<file path="config.mk">
export PLATFORM = sky130hd
export DESIGN_NAME = alu_arbiter
export DESIGN_NICKNAME = d
export VERILOG_FILES = /design/src/rtl/alu_arbiter.sv
export SDC_FILE = /design/constraint.sdc
export NUM_CORES = 1
export LEC_CHECK = 0
export ABC_AREA = 1
export CORE_MARGIN = 5
export CORE_UTILIZATION = 40
export DETAILED_ROUTE_END_ITERATION = 6
export PLACE_DENSITY = 0.81
export SYNTH_ARGS = -nofsm -noshare
export SYNTH_HDL_FRONTEND = slang
export SYNTH_SLANG_ARGS = --single-unit
</file>
<file path="constraint.sdc">
create_clock -name clk -period 2 [get_ports clk]
set_input_delay 0.2 -clock clk [delete_from_list [all_inputs] [get_ports clk]]
set_output_delay 0.2 -clock clk [all_outputs]
set_load 0.02 [all_outputs]
</file>
<file path="src/rtl/alu_arbiter.sv">
// -----------------------------------------------------------------------------
// alu_arbiter
// Round-robin arbiter that shares one combinational 8-bit ALU among NREQ
// requesters. An accepted operation is held in registers that drive the ALU,
// the ALU result is captured one cycle later, and it is returned with the
// requester ID over a valid/ready response channel.
//
// Optional feature: define ALU_ARB_STATS_EN to add the stat_clr input and the
// saturating stat_ops / stat_ovf counters.
// -----------------------------------------------------------------------------
module alu_arbiter #(
   parameter  int NREQ = 4,
   localparam int IDW  = (NREQ > 1) ? $clog2(NREQ) : 1
) (
   input  logic              clk,
   input  logic              rst_n,
   // requester side
   input  logic [NREQ-1:0]   req_valid,
   output logic [NREQ-1:0]   req_ready,
   input  logic [8*NREQ-1:0] req_a,
   input  logic [8*NREQ-1:0] req_b,
   input  logic [NREQ-1:0]   req_cin,
   input  logic [3*NREQ-1:0] req_s,
   // ALU side
   output logic [7:0]        alu_a,
   output logic [7:0]        alu_b,
   output logic              alu_cin,
   output logic [2:0]        alu_s,
   input  logic [7:0]        alu_data,
   input  logic              alu_cout,
   input  logic              alu_ovf,
   // response side
   output logic              rsp_valid,
   input  logic              rsp_ready,
   output logic [IDW-1:0]    rsp_id,
   output logic [7:0]        rsp_data,
   output logic              rsp_cout,
   output logic              rsp_ovf
`ifdef ALU_ARB_STATS_EN
   ,
   input  logic              stat_clr,
   output logic [15:0]       stat_ops,
   output logic [15:0]       stat_ovf
`endif
);

   typedef enum logic [1:0] {
      IDLE = 2'd0,
      EXEC = 2'd1,
      RESP = 2'd2
   } state_t;

   // Reduce a value in [0, 2*NREQ-2] modulo NREQ without a divider.
   function automatic logic [IDW-1:0] f_wrap(input logic [IDW:0] v);
      logic [IDW:0] t;
      t = (v >= (IDW+1)'(NREQ)) ? v - (IDW+1)'(NREQ) : v;
      return t[IDW-1:0];
   endfunction

   state_t         r_state;
   state_t         w_state_nxt;
   logic [IDW-1:0] r_ptr;

   // latched operation (drives the ALU)
   logic [7:0]     r_op_a;
   logic [7:0]     r_op_b;
   logic           r_op_cin;
   logic [2:0]     r_op_s;
   logic [IDW-1:0] r_op_id;

   // captured result
   logic           r_rsp_valid;
   logic [IDW-1:0] r_rsp_id;
   logic [7:0]     r_rsp_data;
   logic           r_rsp_cout;
   logic           r_rsp_ovf;

   // per-requester views of the flattened payload buses
   logic [7:0]     w_a   [NREQ];
   logic [7:0]     w_b   [NREQ];
   logic [2:0]     w_s   [NREQ];

   logic           w_win_vld;
   logic [IDW-1:0] w_win_idx;
   logic           w_req_hs;
   logic           w_rsp_hs;

   for (genvar g = 0; g < NREQ; g++) begin : g_slice
      assign w_a[g] = req_a[g*8 +: 8];
      assign w_b[g] = req_b[g*8 +: 8];
      assign w_s[g] = req_s[g*3 +: 3];
   end

   // Round-robin pick: scan from the far end back towards the pointer so the
   // last hit, i.e. the one closest to the pointer, wins.
   always_comb begin
      // NOTE: every variable written here gets a default first, so no path
      // leaves it unassigned and no latch is inferred.
      w_win_vld = 1'b0;
      w_win_idx = '0;
      for (int k = NREQ - 1; k >= 0; k--) begin
         if (req_valid[f_wrap({1'b0, r_ptr} + (IDW+1)'(k))]) begin
            w_win_vld = 1'b1;
            w_win_idx = f_wrap({1'b0, r_ptr} + (IDW+1)'(k));
         end
      end
   end

   assign w_req_hs = (r_state == IDLE) && w_win_vld;
   assign w_rsp_hs = r_rsp_valid && rsp_ready;

   // State register.
   always_ff @(posedge clk or negedge rst_n) begin
      if (!rst_n) begin
         r_state <= IDLE;
      end else begin
         // NOTE: state updates use non-blocking assignments so every register
         // samples values from before the edge, independent of block order.
         r_state <= w_state_nxt;
      end
   end

   // Next-state and grant decode; grants are only issued from IDLE and are
   // held off while reset is asserted so all outputs read as zero.
   always_comb begin
      w_state_nxt = r_state;
      req_ready   = '0;
      case (r_state)
         IDLE: begin
            if (w_win_vld) begin
               req_ready[w_win_idx] = rst_n;
               w_state_nxt          = EXEC;
            end
         end
         EXEC: w_state_nxt = RESP;
         RESP: begin
            if (w_rsp_hs) begin
               w_state_nxt = IDLE;
            end
         end
         default: w_state_nxt = IDLE;
      endcase
   end

   // Pointer and operation latch, updated on the request handshake only.
   always_ff @(posedge clk or negedge rst_n) begin
      if (!rst_n) begin
         r_ptr    <= '0;
         r_op_a   <= '0;
         r_op_b   <= '0;
         r_op_cin <= 1'b0;
         r_op_s   <= '0;
         r_op_id  <= '0;
      end else if (w_req_hs) begin
         r_ptr    <= f_wrap({1'b0, w_win_idx} + (IDW+1)'(1));
         r_op_a   <= w_a[w_win_idx];
         r_op_b   <= w_b[w_win_idx];
         r_op_cin <= req_cin[w_win_idx];
         r_op_s   <= w_s[w_win_idx];
         r_op_id  <= w_win_idx;
      end
   end

   // Result capture at the end of EXEC; valid drops on the response handshake
   // while the payload keeps its last value.
   always_ff @(posedge clk or negedge rst_n) begin
      if (!rst_n) begin
         r_rsp_valid <= 1'b0;
         r_rsp_id    <= '0;
         r_rsp_data  <= '0;
         r_rsp_cout  <= 1'b0;
         r_rsp_ovf   <= 1'b0;
      end else if (r_state == EXEC) begin
         r_rsp_valid <= 1'b1;
         r_rsp_id    <= r_op_id;
         r_rsp_data  <= alu_data;
         r_rsp_cout  <= alu_cout;
         r_rsp_ovf   <= alu_ovf;
      end else if (w_rsp_hs) begin
         r_rsp_valid <= 1'b0;
      end
   end

   assign alu_a     = r_op_a;
   assign alu_b     = r_op_b;
   assign alu_cin   = r_op_cin;
   assign alu_s     = r_op_s;

   assign rsp_valid = r_rsp_valid;
   assign rsp_id    = r_rsp_id;
   assign rsp_data  = r_rsp_data;
   assign rsp_cout  = r_rsp_cout;
   assign rsp_ovf   = r_rsp_ovf;

`ifdef ALU_ARB_STATS_EN
   logic [15:0] r_stat_ops;
   logic [15:0] r_stat_ovf;

   // Saturating operation / overflow counters; a clear beats a coincident
   // handshake.
   always_ff @(posedge clk or negedge rst_n) begin
      if (!rst_n) begin
         r_stat_ops <= '0;
         r_stat_ovf <= '0;
      end else if (stat_clr) begin
         r_stat_ops <= '0;
         r_stat_ovf <= '0;
      end else if (w_rsp_hs) begin
         if (r_stat_ops != 16'hFFFF) begin
            r_stat_ops <= r_stat_ops + 16'd1;
         end
         if (r_rsp_ovf && (r_stat_ovf != 16'hFFFF)) begin
            r_stat_ovf <= r_stat_ovf + 16'd1;
         end
      end
   end

   assign stat_ops = r_stat_ops;
   assign stat_ovf = r_stat_ovf;
`endif

   // Interface properties: at most one grant, grants only from IDLE, and the
   // response payload holds still under backpressure.
   a_ready_onehot0 : assert property (@(posedge clk) disable iff (!rst_n)
      $onehot0(req_ready));

   a_ready_idle_only : assert property (@(posedge clk) disable iff (!rst_n)
      (req_ready != '0) |-> (r_state == IDLE));

   a_rsp_stable : assert property (@(posedge clk) disable iff (!rst_n)
      (rsp_valid && !rsp_ready) |=>
         (rsp_valid && $stable({rsp_id, rsp_data, rsp_cout, rsp_ovf})));

endmodule

</file>
# == Word-level counts from Yosys, hierarchy flattened ==
# Cells that the tools add are included.
# word_totals
reg_bits,39
input_bits,97
out_inout_bits,37
elab_cells,86
# classes
n_addsub,9
order_cmp,12
eq_ne,4
mux,41
bitwise_logic,2
n_reduce_logical,6
# op_table
op,count
8-bit binary-select mux with 2-bit select,2
8-bit two-way mux,4
2-bit two-way mux,11
3-bit >= comparator (second input constant),5
2-bit by 3-bit < comparator with 1-bit output (second input constant),5
1-bit two-way mux,12
1-bit binary-select mux with 2-bit select,5
2-bit by 1-bit subtractor with 2-bit output (second input constant),5
4-bit two-way mux,2
2-bit by 1-bit adder with 3-bit output (second input constant),2
2-bit by 2-bit adder with 3-bit output (second input constant),2
3-bit binary-select mux with 2-bit select,1
3-bit two-way mux,2
2-bit case mux with 3 select lines,1
4-bit bitwise AND,1
2-bit != test (second input constant),2
2-bit by 3-bit >= comparator with 1-bit output (second input constant),1
1-bit logical AND,3
2-bit inverter with 3-bit output,1
1-bit demux with 2-bit select,1
2-bit by 1-bit equality test with 1-bit output (second input constant),1
2-bit equality test (second input constant),1
2-bit by 1-bit >= comparator with 1-bit output (second input constant),1
2-bit zero test,1
other kinds (2),2

# == Longest topological paths before layout ==
# depth
word_depth,16
depth_mapped,16
ltp_nobuf,15

# == Worst setup path after synthesis ==
# Ideal clock, no wire load.
# synth_path
path_type,flip-flop to output port
startpoint,reg r_ptr[0]
endpoint,out req_ready[3]
arrival_ps,1909
required_time_ps,1800
path_slack_ps,-109
stages_incl_launch_ff,11
path_buffers,1
cell_sequence,dfrtp_1 inv_2 nand2_1 nand2_1 nand2_1 nand2_2 o21ai_1 nand2_2 nand2_4 buf_4 nor4_1
# synth_between
elab_chain_len,16
elab_cells_between_ends,39
classes_between,add/sub (7); order compare (6); mux (24); bitwise (1); reduce/logical (1)
# synth_lines
element,line,rtl
start: declaration,62,logic [IDW-1:0] r_ptr;
start signal: assignment,155,"r_ptr <= f_wrap({1'b0, w_win_idx} + (IDW+1)'(1));"
2-bit by 2-bit adder with 3-bit output,"102, 104",
3-bit >= comparator or 2-bit by 1-bit subtractor with 2-bit output (tied branches),56,t = (v >= (IDW+1)'(NREQ)) ? v - (IDW+1)'(NREQ) : v;
2-bit two-way mux,56,
1-bit binary-select mux with 2-bit select,102,"if (req_valid[f_wrap({1'b0, r_ptr} + (IDW+1)'(k))]) begin"
1-bit two-way mux (not written as such),102,
2-bit two-way mux (4 in a row),102,
2-bit by 3-bit < comparator with 1-bit output (not written as such) or 2-bit by 1-bit >= comparator with 1-bit output (tied branches),131,req_ready[w_win_idx] = rst_n;
1-bit logical AND (not written as such),131,
1-bit two-way mux (not written as such),131,
1-bit demux with 2-bit select,131,
4-bit bitwise AND (no source line),n/a,
4-bit two-way mux (*),130,if (w_win_vld) begin
4-bit two-way mux (*),128,case (r_state)
end: declaration,19,"output logic [NREQ-1:0] req_ready,"
# Mark *: on every way between the ends. The rest lies on a longest branch, timed or not. The select of a mux whose other input is x is not followed.

# == Worst setup path in the final report ==
# Ends and elaborated chain as after synthesis.

==> reports/results.tsv <==
stage	metric	value	unit
die	start_util	40.98	%
worst_setup_path	required	1800	ps
global_routing	grt_pass1_vias	3000	
synth	avgSynthCellArea	6.652	um2
synth	synth_nets	486	
synth	synth_area_leaders	dfrtp_1 38%, nand2_1 28%, nand3_1 8.7%	
status	status	finished with violations	
clock_network	cts_num_sinks	39	
worst_setup_path	critPathLaunchType	flip-flop	
detailed_routing	firstDrtPassIters	4	
worst_setup_path	cp.arrival	2000	ps
sta	fin_worst_skew	6.128	ps
global_routing	antenna_found_initial	0	
detailed_routing	wl_per_cell	15.38	um
power_and_ir_drop	leakagePower	2.274	nW
die	core_area	6314	um2
clock_network	clock_path_buffers	2	
synth	ys_ff_latch	39	
place	place.gp.congestion	0.9866	
sta	report.final.hold_viol_count	0	
sta	clock.fmax	454.1	MHz
detailed_routing	post_drt_via_cell_ratio	4.874	
worst_setup_path	cp-end-kind	output pin	
clock_network	cts_buffers	5	
synth	synth_area	2587	um2
power_and_ir_drop	p_per_area	2063	nW/um2
die	fp.dieArea	8178	um2
clock_network	clk_pin_slew_worst_paths	70	ps
sta	period_share	110.1	%
sta	maxSlewViolCount	0	
sta	setup-violations-final	17	
place	place_area	4039	um2
sta	fin_crit	2202	ps
synth	seq_area_frac_synth	37.72	%
detailed_routing	detail-route-antenna-nets	0	
worst_setup_path	path_class	reg -> out	
place	dp.cells	596	
layout	instances_no_fill	621	
global_routing	grt_max_degree	42	
sta	timing.final.ws_setup	-201.9	ps
layout	final_area	4519	um2
power_and_ir_drop	ir_worst_vdd	1.194	mV
worst_setup_path	crit_fanout	7	
clock_network	cts_tree	built	
global_routing	grt_usage	20.56	%
detailed_routing	drt_drc_violations_left	0	
place	io_buffers	133	
detailed_routing	num_vias	3027	
sta	worst_slew_margin_rel	59.67	%
die	io_pins	134	
status	violations	setup timing	
layout	nNetsFinal	640	
global_routing	grt-ovfl-total	0	
global_routing	grt_first_pass_wirelength	13.90	mm
sta	tightest_slew	603.4	ps
synth	ys_warn_count	0	
min_path	hold_path.class	in -> async	
clock_network	clock_latency	290	ps
layout	antenna_cells	0	
detailed_routing	wl	9.550	mm
synth	postSynthCellCount	389	
flow_run	drv_cap	0	
place	hpwl	6.621	mm
synth	synth_cell_types	24	
detailed_routing	drt_iter0_drc	149	
die	num_rows	29	
die	die_x	90.43	um
layout	drive_gt1_share	18.38	%
layout	area_delta_synth_final	74.66	%
clock_network	cts_root_buf	clkbuf_8	
die	die_h	90.43	um
synth	synth_top_area_cell	dfrtp_1	
sta	rsz0062_at_grt	true	
synth	yosys.area.top_type_share	37.72	%
clock_network	h-tree-depth	2	
layout	num-fill-cells	510	
-- cell type report --
| cell class | instances | area [um2] | share of cell area, % |
|---|---|---|---|
| timing repair buffer | 168 | 1682 | 37.21 |
| sequential | 39 | 978.4 | 21.65 |
| tap | 77 | 96.34 | 2.132 |
| clock inverter | 2 | 12.51 | 0.2769 |
| clock buffer | 6 | 72.57 | 1.606 |
| inverter | 35 | 141.4 | 3.128 |
| multi-input combinational | 294 | 1536 | 34.00 |
-- final timing paths --
path	startpoint	to	slack (ps)	cells past startpoint
max in group asynchronous	rst_n	r_ptr[1]	1170	3
worst min-delay path	rst_n	alu_b[0]	450	3
worst max-delay path	r_ptr[0]	req_ready[3]	-200	11
worst min register to register	alu_b[4]	alu_b[4]	480	2
min in group clk	alu_b[4]	alu_b[4]	480	2
worst max register to register	r_ptr[0]	alu_a[1]	-40	17
-- critical path: stages (launching register included) --
cell and delay, ps:
dfrtp_2 450, clkinv_4 120, nand2_2 100, nand3_2 90
nand2_2 110, inv_2 60, nor2_4 70, nor2_2 40
nand2_2 100, nand2_4 100, nor4_4 260, buf_4 180
-- placed cells by master (no fill, tap or decap), types with 5 or more instances in the layout --
cell	n
nand3b_1	20
buf_4	29
inv_1	29
dfrtp_1	37
nand3_1	42
nand2_2	13
nand2_1	176
mux2_2	11
clkbuf_8	5
clkdlybuf4s50_1	128
nand2_4	10
-- sequential cells by signal, indices dropped and copies added, names as in the netlist --
signal	flops
r_state	2
rsp_cout	1
rsp_id	2
r_ptr	2
alu_cin	1
rsp_data	8
rsp_valid	1
rsp_ovf	1
r_op_id	2
alu_b	8
alu_a	8
alu_s	3
-- power by group --
| part | internal, mW | total (mW) | leakage, nW | switching, mW |
|---|---|---|---|---|
| Sequential | 1.22 | 1.46 | 0.470 | 0.245 |
| Combinational | 3.19 | 7.35 | 1.76 | 4.16 |
| Clock | 0.244 | 0.511 | 0.0412 | 0.268 |
-- metrics by stage --
stage               hold slack (ps)  setup slack (ps)  TNS (ps)  utilization (%)  power, mW
finish                        447.8            -201.9    -964.0            71.58      9.324
global route                  482.2            -303.5     -3750            71.58      10.06
CTS                           451.5            -177.3     -2667            67.00      8.037
detailed placement            228.0            -604.4     -7073            63.97      7.241
global placement              227.6            -433.1     -4764            63.97      7.104
floorplan                    -95.59            -100.1    -200.2                -      5.351
-- synthesized netlist by cell type --
master / count
a211o_1: 1
a21oi_1: 1
buf_1: 3
buf_2: 9
buf_4: 2
buf_6: 2
clkbuf_1: 5
dfrtp_1: 39
inv_1: 32
inv_2: 3
mux2_2: 11
nand2_1: 194
nand2_2: 4
nand2_4: 1
nand3_1: 45
nand3b_1: 20
nor2_1: 5
nor3_1: 3
nor4_1: 1
o21a_1: 1
o21ai_0: 3
o21ai_1: 2
o21ai_2: 1
xor2_1: 1
-- metal layers --
metal | up-vias | GRT usage (%) | wire length (um)
met4 | 0 | 5.707 | 226
met2 | 97 | 38.17 | 5115
met1 | 1397 | 23.41 | 3692
li1 | 1516 | - | -
met3 | 17 | 4.583 | 516
met5 | - | 0 | 0
-- kinds of logic after synthesis --
group / after synthesis / synth area share, %
muxes: 11 / 4.787
and+or+nand+nor: 273 / 45.60
DFF: 39 / 37.72
AOI/OAI and AO/OA: 9 / 2.128
buffers and inverters: 56 / 9.429
xor gates and xnor gates: 1 / 0.3386
-- timing repair --
item,in CTS,in global routing
gates resized for setup,46,40
cloned,0,3
pin swaps,13,15
setup endpoints to repair,25,27
hold endpoints to repair,10,0
hold buffers,1,0
buffers inserted,4,9
Power figures use the tool's default switching activity.
